==> src/rtl/fir_coef_loader.sv <==
// -----------------------------------------------------------------------------
// fir_coef_loader
//
// Upstream configuration stage for the fir filter. Coefficient words arrive one
// per cycle on a valid/ready stream (tap 0 first). They are collected in a
// shadow bank. When a frame of the right length closes with cfg_last, the frame
// waits for a cycle with no sample transfer. On that cycle it is copied
// atomically into the active bank that drives the filter's in_weights. A sample
// therefore never sees a mix of old and new weights. A frame of the wrong length
// is dropped, frame_err pulses, and the active bank is left alone.
//
// Optional feature: define FIR_COEF_SYMMETRIC_EN to load linear-phase filters
// with ceil(TAPS/2) words. On commit, weights[i] and weights[TAPS-1-i] both take
// shadow[i].
//
// Parameters:
//   TAPS          number of filter coefficients (>= 2)
//   WIDTH         coefficient word width
// Ports:
//   clk           rising-edge clock
//   rst           asynchronous, active-low reset
//   cfg_valid     coefficient word present
//   cfg_ready     loader can accept a word (registered, state-derived)
//   cfg_data      coefficient word
//   cfg_last      final word of a frame
//   sample_valid  filter in_valid strobe; a commit waits while it is high
//   weights       active bank [0:TAPS-1], resets to an impulse
//   coef_update   one-cycle pulse after the active bank changed
//   frame_err     one-cycle pulse when a frame is dropped
//   busy          high while loading or waiting to commit
// -----------------------------------------------------------------------------
module fir_coef_loader #(
   parameter int TAPS  = 8,
   parameter int WIDTH = 16
) (
   input  logic             clk,
   input  logic             rst,
   input  logic             cfg_valid,
   output logic             cfg_ready,
   input  logic [WIDTH-1:0] cfg_data,
   input  logic             cfg_last,
   input  logic             sample_valid,
   output logic [WIDTH-1:0] weights [0:TAPS-1],
   output logic             coef_update,
   output logic             frame_err,
   output logic             busy
);

`ifdef FIR_COEF_SYMMETRIC_EN
   localparam int FRAME_LEN = (TAPS + 1) / 2;
`else
   localparam int FRAME_LEN = TAPS;
`endif
   localparam int            IW       = (FRAME_LEN > 1) ? $clog2(FRAME_LEN) : 1;
   localparam logic [IW-1:0] LAST_IDX = IW'(FRAME_LEN - 1);

   typedef enum logic [1:0] {
      ST_IDLE    = 2'd0,
      ST_LOAD    = 2'd1,
      ST_PENDING = 2'd2
   } state_t;

   state_t           state_r;
   state_t           state_s;
   logic [IW-1:0]    idx_r;
   logic [IW-1:0]    idx_s;
   logic             accept_s;
   logic             shadow_we_s;
   logic             commit_s;
   logic             err_s;
   logic [WIDTH-1:0] shadow_r [0:FRAME_LEN-1];
   logic [WIDTH-1:0] bank_s   [0:TAPS-1];
   logic [WIDTH-1:0] weights_r [0:TAPS-1];
   logic             cfg_ready_r;
   logic             coef_update_r;
   logic             frame_err_r;
   logic             busy_r;

   // Next-state, index and strobe decode for the frame FSM
   always_comb begin
      state_s     = state_r;
      idx_s       = idx_r;
      shadow_we_s = 1'b0;
      commit_s    = 1'b0;
      err_s       = 1'b0;
      accept_s    = cfg_valid && cfg_ready_r;
      case (state_r)
         // IDLE and LOAD share one rule because the index is 0 in IDLE.
         // The first word of a frame is therefore just the index-0 case.
         ST_IDLE, ST_LOAD: begin
            if (accept_s) begin
               shadow_we_s = 1'b1;
               if (cfg_last && (idx_r == LAST_IDX)) begin
                  state_s = ST_PENDING;
                  idx_s   = {IW{1'b0}};
               end else if (cfg_last || (idx_r == LAST_IDX)) begin
                  // Short frame, or long frame that missed cfg_last.
                  err_s   = 1'b1;
                  state_s = ST_IDLE;
                  idx_s   = {IW{1'b0}};
               end else begin
                  state_s = ST_LOAD;
                  idx_s   = idx_r + IW'(1);
               end
            end else begin
               state_s = state_r;
               idx_s   = idx_r;
            end
         end
         ST_PENDING: begin
            if (!sample_valid) begin
               commit_s = 1'b1;
               state_s  = ST_IDLE;
            end else begin
               state_s  = ST_PENDING;
            end
         end
         default: begin
            state_s = ST_IDLE;
            idx_s   = {IW{1'b0}};
         end
      endcase
   end

   // Commit image of the shadow bank, mirrored when only half is loaded
   for (genvar g = 0; g < TAPS; g++) begin : g_bank
      localparam int SRC = (g < FRAME_LEN) ? g : (TAPS - 1 - g);
      assign bank_s[g] = shadow_r[SRC];
   end

   // FSM state, index and the registered handshake/status outputs
   always_ff @(posedge clk or negedge rst) begin
      if (!rst) begin
         state_r       <= ST_IDLE;
         idx_r         <= {IW{1'b0}};
         cfg_ready_r   <= 1'b1;
         coef_update_r <= 1'b0;
         frame_err_r   <= 1'b0;
         busy_r        <= 1'b0;
      end else begin
         state_r       <= state_s;
         idx_r         <= idx_s;
         // Ready and busy come from the next state only, so they are never
         // a combinational function of cfg_valid.
         cfg_ready_r   <= (state_s != ST_PENDING);
         busy_r        <= (state_s != ST_IDLE);
         coef_update_r <= commit_s;
         frame_err_r   <= err_s;
      end
   end

   // Shadow bank capture of accepted words
   always_ff @(posedge clk or negedge rst) begin
      if (!rst) begin
         for (int i = 0; i < FRAME_LEN; i++) begin
            shadow_r[i] <= {WIDTH{1'b0}};
         end
      end else begin
         for (int i = 0; i < FRAME_LEN; i++) begin
            if (shadow_we_s && (idx_r == IW'(i))) begin
               shadow_r[i] <= cfg_data;
            end
         end
      end
   end

   // Active bank: impulse after reset, replaced whole on a commit
   always_ff @(posedge clk or negedge rst) begin
      if (!rst) begin
         for (int i = 0; i < TAPS; i++) begin
            weights_r[i] <= (i == 0) ? {{(WIDTH-1){1'b0}}, 1'b1} : {WIDTH{1'b0}};
         end
      end else if (commit_s) begin
         for (int i = 0; i < TAPS; i++) begin
            weights_r[i] <= bank_s[i];
         end
      end
   end

   assign weights     = weights_r;
   assign cfg_ready   = cfg_ready_r;
   assign coef_update = coef_update_r;
   assign frame_err   = frame_err_r;
   assign busy        = busy_r;

endmodule

==> config.mk <==
export PLATFORM = sky130hd
export DESIGN_NAME = fir_coef_loader
export DESIGN_NICKNAME = d
export VERILOG_FILES = /design/src/rtl/fir_coef_loader.sv
export SDC_FILE = /design/constraint.sdc
export NUM_CORES = 1
export LEC_CHECK = 0
export CORE_MARGIN = 2
export CORE_UTILIZATION = 36
export CTS_CLUSTER_SIZE = 20
export DETAILED_ROUTE_END_ITERATION = 10
export DONT_BUFFER_PORTS = 1
export GPL_TIMING_DRIVEN = 1
export PLACE_DENSITY = 0.53
export SLEW_MARGIN = 10
export SYNTH_ARGS = -nofsm -noshare
export SYNTH_HDL_FRONTEND = slang
export SYNTH_SLANG_ARGS = --single-unit
==> constraint.sdc <==
create_clock -name clk -period 4.07 [get_ports clk]
set_clock_uncertainty 0.15 [all_clocks]
set_input_delay 0.407 -clock clk [delete_from_list [all_inputs] [get_ports clk]]
set_output_delay 0.407 -clock clk [all_outputs]
set_load 0.02 [all_outputs]
# Yosys cells after proc, flatten, opt, wreduce, memory -nomap -nowiden
# Cells that the tools add are included.
dict set report totals {
  regBits 265
  elab_cells 68
  out_inout_bits 132
  in_bits 21
}
dict set report classes {
  n_addsub 1
  n_mux 17
  bitwise 1
  eq_ne 11
  reduce_logical 16
}
# op n
set ops {}
lappend ops {{equality test 3 bit, second input constant} 4}
lappend ops {{logical AND 1 bit} 10}
lappend ops {{two-way mux 1 bit} 9}
lappend ops {{two-way mux 3 bit} 3}
lappend ops {{equality test 3 x 2 -> 1 bit, second input constant} 2}
lappend ops {{two-way mux 2 bit} 3}
lappend ops {{case mux 3 bit (2 select lines)} 1}
lappend ops {{!= test 2 bit, second input constant} 2}
lappend ops {{case mux 2 bit (2 select lines)} 1}
lappend ops {{adder 3 x 1 -> 3 bit, second input constant} 1}
lappend ops {{equality test 3 x 1 -> 1 bit, second input constant} 1}
lappend ops {{zero test 3 bit} 1}
lappend ops {{equality test 2 x 1 -> 1 bit, second input constant} 1}
lappend ops {{equality test 2 bit, second input constant} 1}
lappend ops {{zero test 2 bit} 1}
lappend ops {{AND reduction 2 bit} 1}
lappend ops {{nonzero test 2 bit} 1}
lappend ops {{OR reduction 2 bit} 1}
lappend ops {{logical OR 1 bit} 1}
lappend ops {{NOT 1 bit} 1}

# Logic depth before layout (Yosys ltp)
dict set report depth {
  word_depth 7
  depth_mapped 7
  depth_no_buf 7
}

# Worst setup path after synthesis
# OpenSTA, ideal clock, no wires.
dict set report synth_path {
  path_kind {reg2reg}
  startpoint {register idx_r[0]}
  endpoint {register idx_r[1]}
  stages_incl_launch_ff 8
  period_less_slack_ps 2083
  setup_time_ps 79
  required_time_ps 3841
  n_path_buf 0
  arrival_ps 1854
  path_slack_ps 1987
  cell_sequence {dfrtp_1 ha_1 ha_1 inv_1 ha_1 or3b_2 or2_2 mux2i_1}
}
dict set report synth_between {
  elab_chain_len 6
  word_cells_on_any_way 8
  cone_classes {add/sub (1); eq/ne (1); mux (4); reduce/logical (2)}
}
# item line_no
set synth_rtl {}
lappend synth_rtl {{start: declaration} 65} ;# logic [IW-1:0] idx_r;
lappend synth_rtl {{start signal: assignment} 135} ;# idx_r <= {IW{1'b0}};
lappend synth_rtl {{start signal: assignment} 142} ;# idx_r <= idx_s;
lappend synth_rtl {{branches (longest 3 deep; another with adder 3 x 1 -> 3 bit)} --}
lappend synth_rtl {{two-way mux 3 bit (*)} 93} ;# if (cfg_last && (idx_r == LAST_IDX)) begin
lappend synth_rtl {{two-way mux 3 bit (*)} 91} ;# if (accept_s) begin
lappend synth_rtl {{case mux 3 bit (2 select lines) (*)} 87} ;# case (state_r)
# Mark *: on every way between the ends. The select of a mux whose other input is x is not followed.
# A chain may end at the register's enable or synchronous reset.

# Final worst setup path
dict set report layout_path {
  startpoint {register idx_r[1]}
  endpoint {register shadow_r, in the netlist bank_s[96]}
}
dict set report layout_between {
  elab_chain_len 2
}
# item line_no
set layout_rtl {}
lappend layout_rtl {{equality test 3 x 1 -> 1 bit} 160} ;# if (shadow_we_s && (idx_r == IW'(i))) begin
lappend layout_rtl {{logical AND 1 bit} 160}
lappend layout_rtl {{end signal: indexed assignment} 156} ;# shadow_r[i] <= {WIDTH{1'b0}};
lappend layout_rtl {{end signal: indexed assignment} 161} ;# shadow_r[i] <= cfg_data;
lappend layout_rtl {{end: declaration} 71} ;# logic [WIDTH-1:0] shadow_r [0:FRAME_LEN-1];
# Every way passes these cells.

==> flow_metrics.tcl <==
set metrics [dict create \
    grt_max_degree 266 \
    synth_area_leaders "dfrtp_1 (65%), mux2_2 (28%), mux2_4 (1.5%)" \
    antenna_found_initial 1 \
    viasPerCell 4.853 \
    postCtsSetupBuffers 0 \
    path_class "reg -> reg" \
    dp.final_hpwl_mm 13.24 \
    p_seq_frac 0.522 \
    vdd_ir_drop_max_mv 0.2968 \
    cts_root_buf "clkbuf_16" \
    drcViolationCount 0 \
    drv_slew 0 \
    worstSetupEndpointType "flip-flop" \
    drt_iter0_drc 214 \
    clock_sinks 265 \
    hold_violations 265 \
    yosys_most_used_dff "dfrtp_1" \
    tightest_slew_ns 1.013 \
    power_frac_comb 0.111 \
    synth_top_area_cell "dfrtp_1" \
    wirelength_mm 20.96 \
    numCtsBuffers 28 \
    vias 4926 \
    grt_pass1_vias 5449 \
    r2r_start "idx_r[1]" \
    synth-seq-area-share 0.6534 \
    syn_area_sq_mm 0.01015 \
    pin_count 153 \
    startpoint "idx_r[1]" \
    report.power.total_w 0.006809 \
    grt_overflow 0 \
    path_cells "inv_1, ha_1, nor2b_1, and4_1, mux2_2" \
    pre_cts_ws_ns 1.575 \
    layout_setup_ws_ns 1.592 \
    p_clk_frac 0.367 \
    syn_inst 589 \
    setup_viol 0 \
    worst-path-max-fanout 16 \
    required_ns 4.33 \
    p_int_w 0.005219 \
    drv_cap 0 \
    slew_headroom 0.3247 \
    cts_tree "yes" \
    finalCritPeriodShare 0.6090 \
    whs_ns -0.5760 \
    dp.cells 945 \
    dieArea_sq_mm 0.02956 \
    status "complete, but fails checks" \
    hold_path_class "in -> async" \
    routedWlPerCell_um 20.65 \
    drive_gt1_frac 0.4969 \
    leakagePower_nw 5.577 \
    p_sw_frac 0.2335 \
    arrival_ns 2.74 \
    rows 61 \
    synth_warnings 0 \
    cts_max_level 1 \
    async_reset_ff_frac 1.000 \
    clock.fmax_mhz 403.5 \
    slowest_delay_ns 0.90 \
    synth_edf_count 0 \
    core_area_sq_mm 0.02778 \
    slowest_stage "and4_1" \
    postRouteAntennaNets 0 \
    ctsHoldBuffers 19 \
    clock_path_buffers 3 \
    violations "negative hold slack" \
    fin_setup_tns_ns 0 \
    rsz0062_at_grt "false" \
    synth_nets 619 \
    regArea_sq_mm 0.006634 \
    grt_pass1_wl_mm 32.75 \
    num-nets-final 646 \
    yosysTopAreaCellShare 0.6483 \
    num-fill-cells 2554 \
    multi_input_area_sq_mm 0.003286 \
    ys_ff_latch 265 \
    post_cts_resized 0 \
    mostFrequentLayoutCells "dfrtp_1 (263), mux2_2 (248), clkbuf_16 (29)" \
    port-buffer-count 0 \
    utilization 0.4162 \
    start_util 0.3654 \
    synthToLayoutAreaGrowth_pct 13.89 \
    finalNonFillerCells 1015 \
    final_common_cell "dfrtp_1" \
    firstDrtPassIters 4 \
    synth_area_per_cell_sq_um 17.24 \
    layout_min_cycle_time_ns 2.478 \
    path_clk_slew_ns 0.06 \
    gp_congestion 0.7235 \
    grtUsageTotal 0.1448 \
    powerDensity_mw_per_mm2 588.9 \
    p_sw_w 0.001590 \
    worstSkewPairLatency_ns 0.53 \
    synth_cell_types 32 \
    start_kind "flip-flop" \
    die_x_um 171.9 \
    die_y_um 171.9 \
]
[cell type report]
type | count | share of cell area
antenna | 1 | 0.0002164
clock buffer | 44 | 0.07456
clock inverter | 6 | 0.005302
inverter | 7 | 0.002272
multi-input combinational | 293 | 0.2842
sequential | 265 | 0.5737
tap | 378 | 0.04090
timing repair buffer | 21 | 0.01883
[power by group through the flow]
stage | logic [W] | registers, W | clock network, W
finish | 0.000755 | 0.00356 | 0.00250
floorplan | 0.000660 | 0.00348 | 0
global placement | 0.000680 | 0.00358 | 0
detailed placement | 0.000721 | 0.00361 | 0
CTS | 0.000771 | 0.00356 | 0.00259
global route | 0.000834 | 0.00364 | 0.00271
[sequential cells by signal (all words and copies together) (netlist names)]
name and flops:
cfg_ready 1, bank_s 128, weights 128, state_r 2, busy 1, coef_update 1, idx_r 3, frame_err 1
[worst max-delay path, delay by kind of cell (launching register included)]
kind,cells,cell delay (ns)
mux,1,0.42
simple gates,2,1.10
buf+inv,1,0.12
fa+ha+maj,1,0.16
flops,1,0.41
[cells by family (layout without fill, tap and decap cells)]
kind of cell / after synthesis / count (layout) / synth area share
AO/OA/AOI/OAI: 4 / 4 / 0.002464
adder cells (fa/ha/maj): 9 / 9 / 0.01109
buffers and inverters: 31 / 78 / 0.02354
flip-flops: 265 / 265 / 0.6534
multiplexers: 259 / 259 / 0.2909
other: 0 / 1 / 0
AND/OR/NAND/NOR: 21 / 21 / 0.01861
[routing by layer]
| metal | GRT usage | wire, um | up-vias |
|---|---|---|---|
| met4 | 0.04494 | 516 | 0 |
| met2 | 0.2387 | 9908 | 139 |
| li1 | - | - | 2137 |
| met3 | 0.05447 | 1976 | 39 |
| met5 | 0 | 0 | - |
| met1 | 0.1767 | 8562 | 2611 |
[final timing paths]
check / to / slack (ns) / cells past startpoint
max: bank_s[96] / 1.59 / 5
min: weights[61] / -0.58 / 0
max reg2reg: bank_s[96] / 1.59 / 5
min reg2reg: weights[71] / 0.35 / 1
max in group asynchronous: bank_s[40] / 3.60 / 0
min in group clk: frame_err / 0.07 / 3
[per-stage QoR]
stage,instance area [sq um],hold WS [ns]
after floorplan,10150,-0.03859
after global placement,10450,-0.03233
after detailed placement,10450,-0.03243
after CTS,11560,-0.6110
after global routing,11560,-0.6187
final,11560,-0.5760
[cells in the mapped netlist (all sizes together), types with 2 or more instances]
master	count
dfrtp	263
nand3	5
buf	24
mux2	258
ha	9
nand2	3
nor2	2
inv	7
dfstp	2
(Power assumes the default switching activity.)
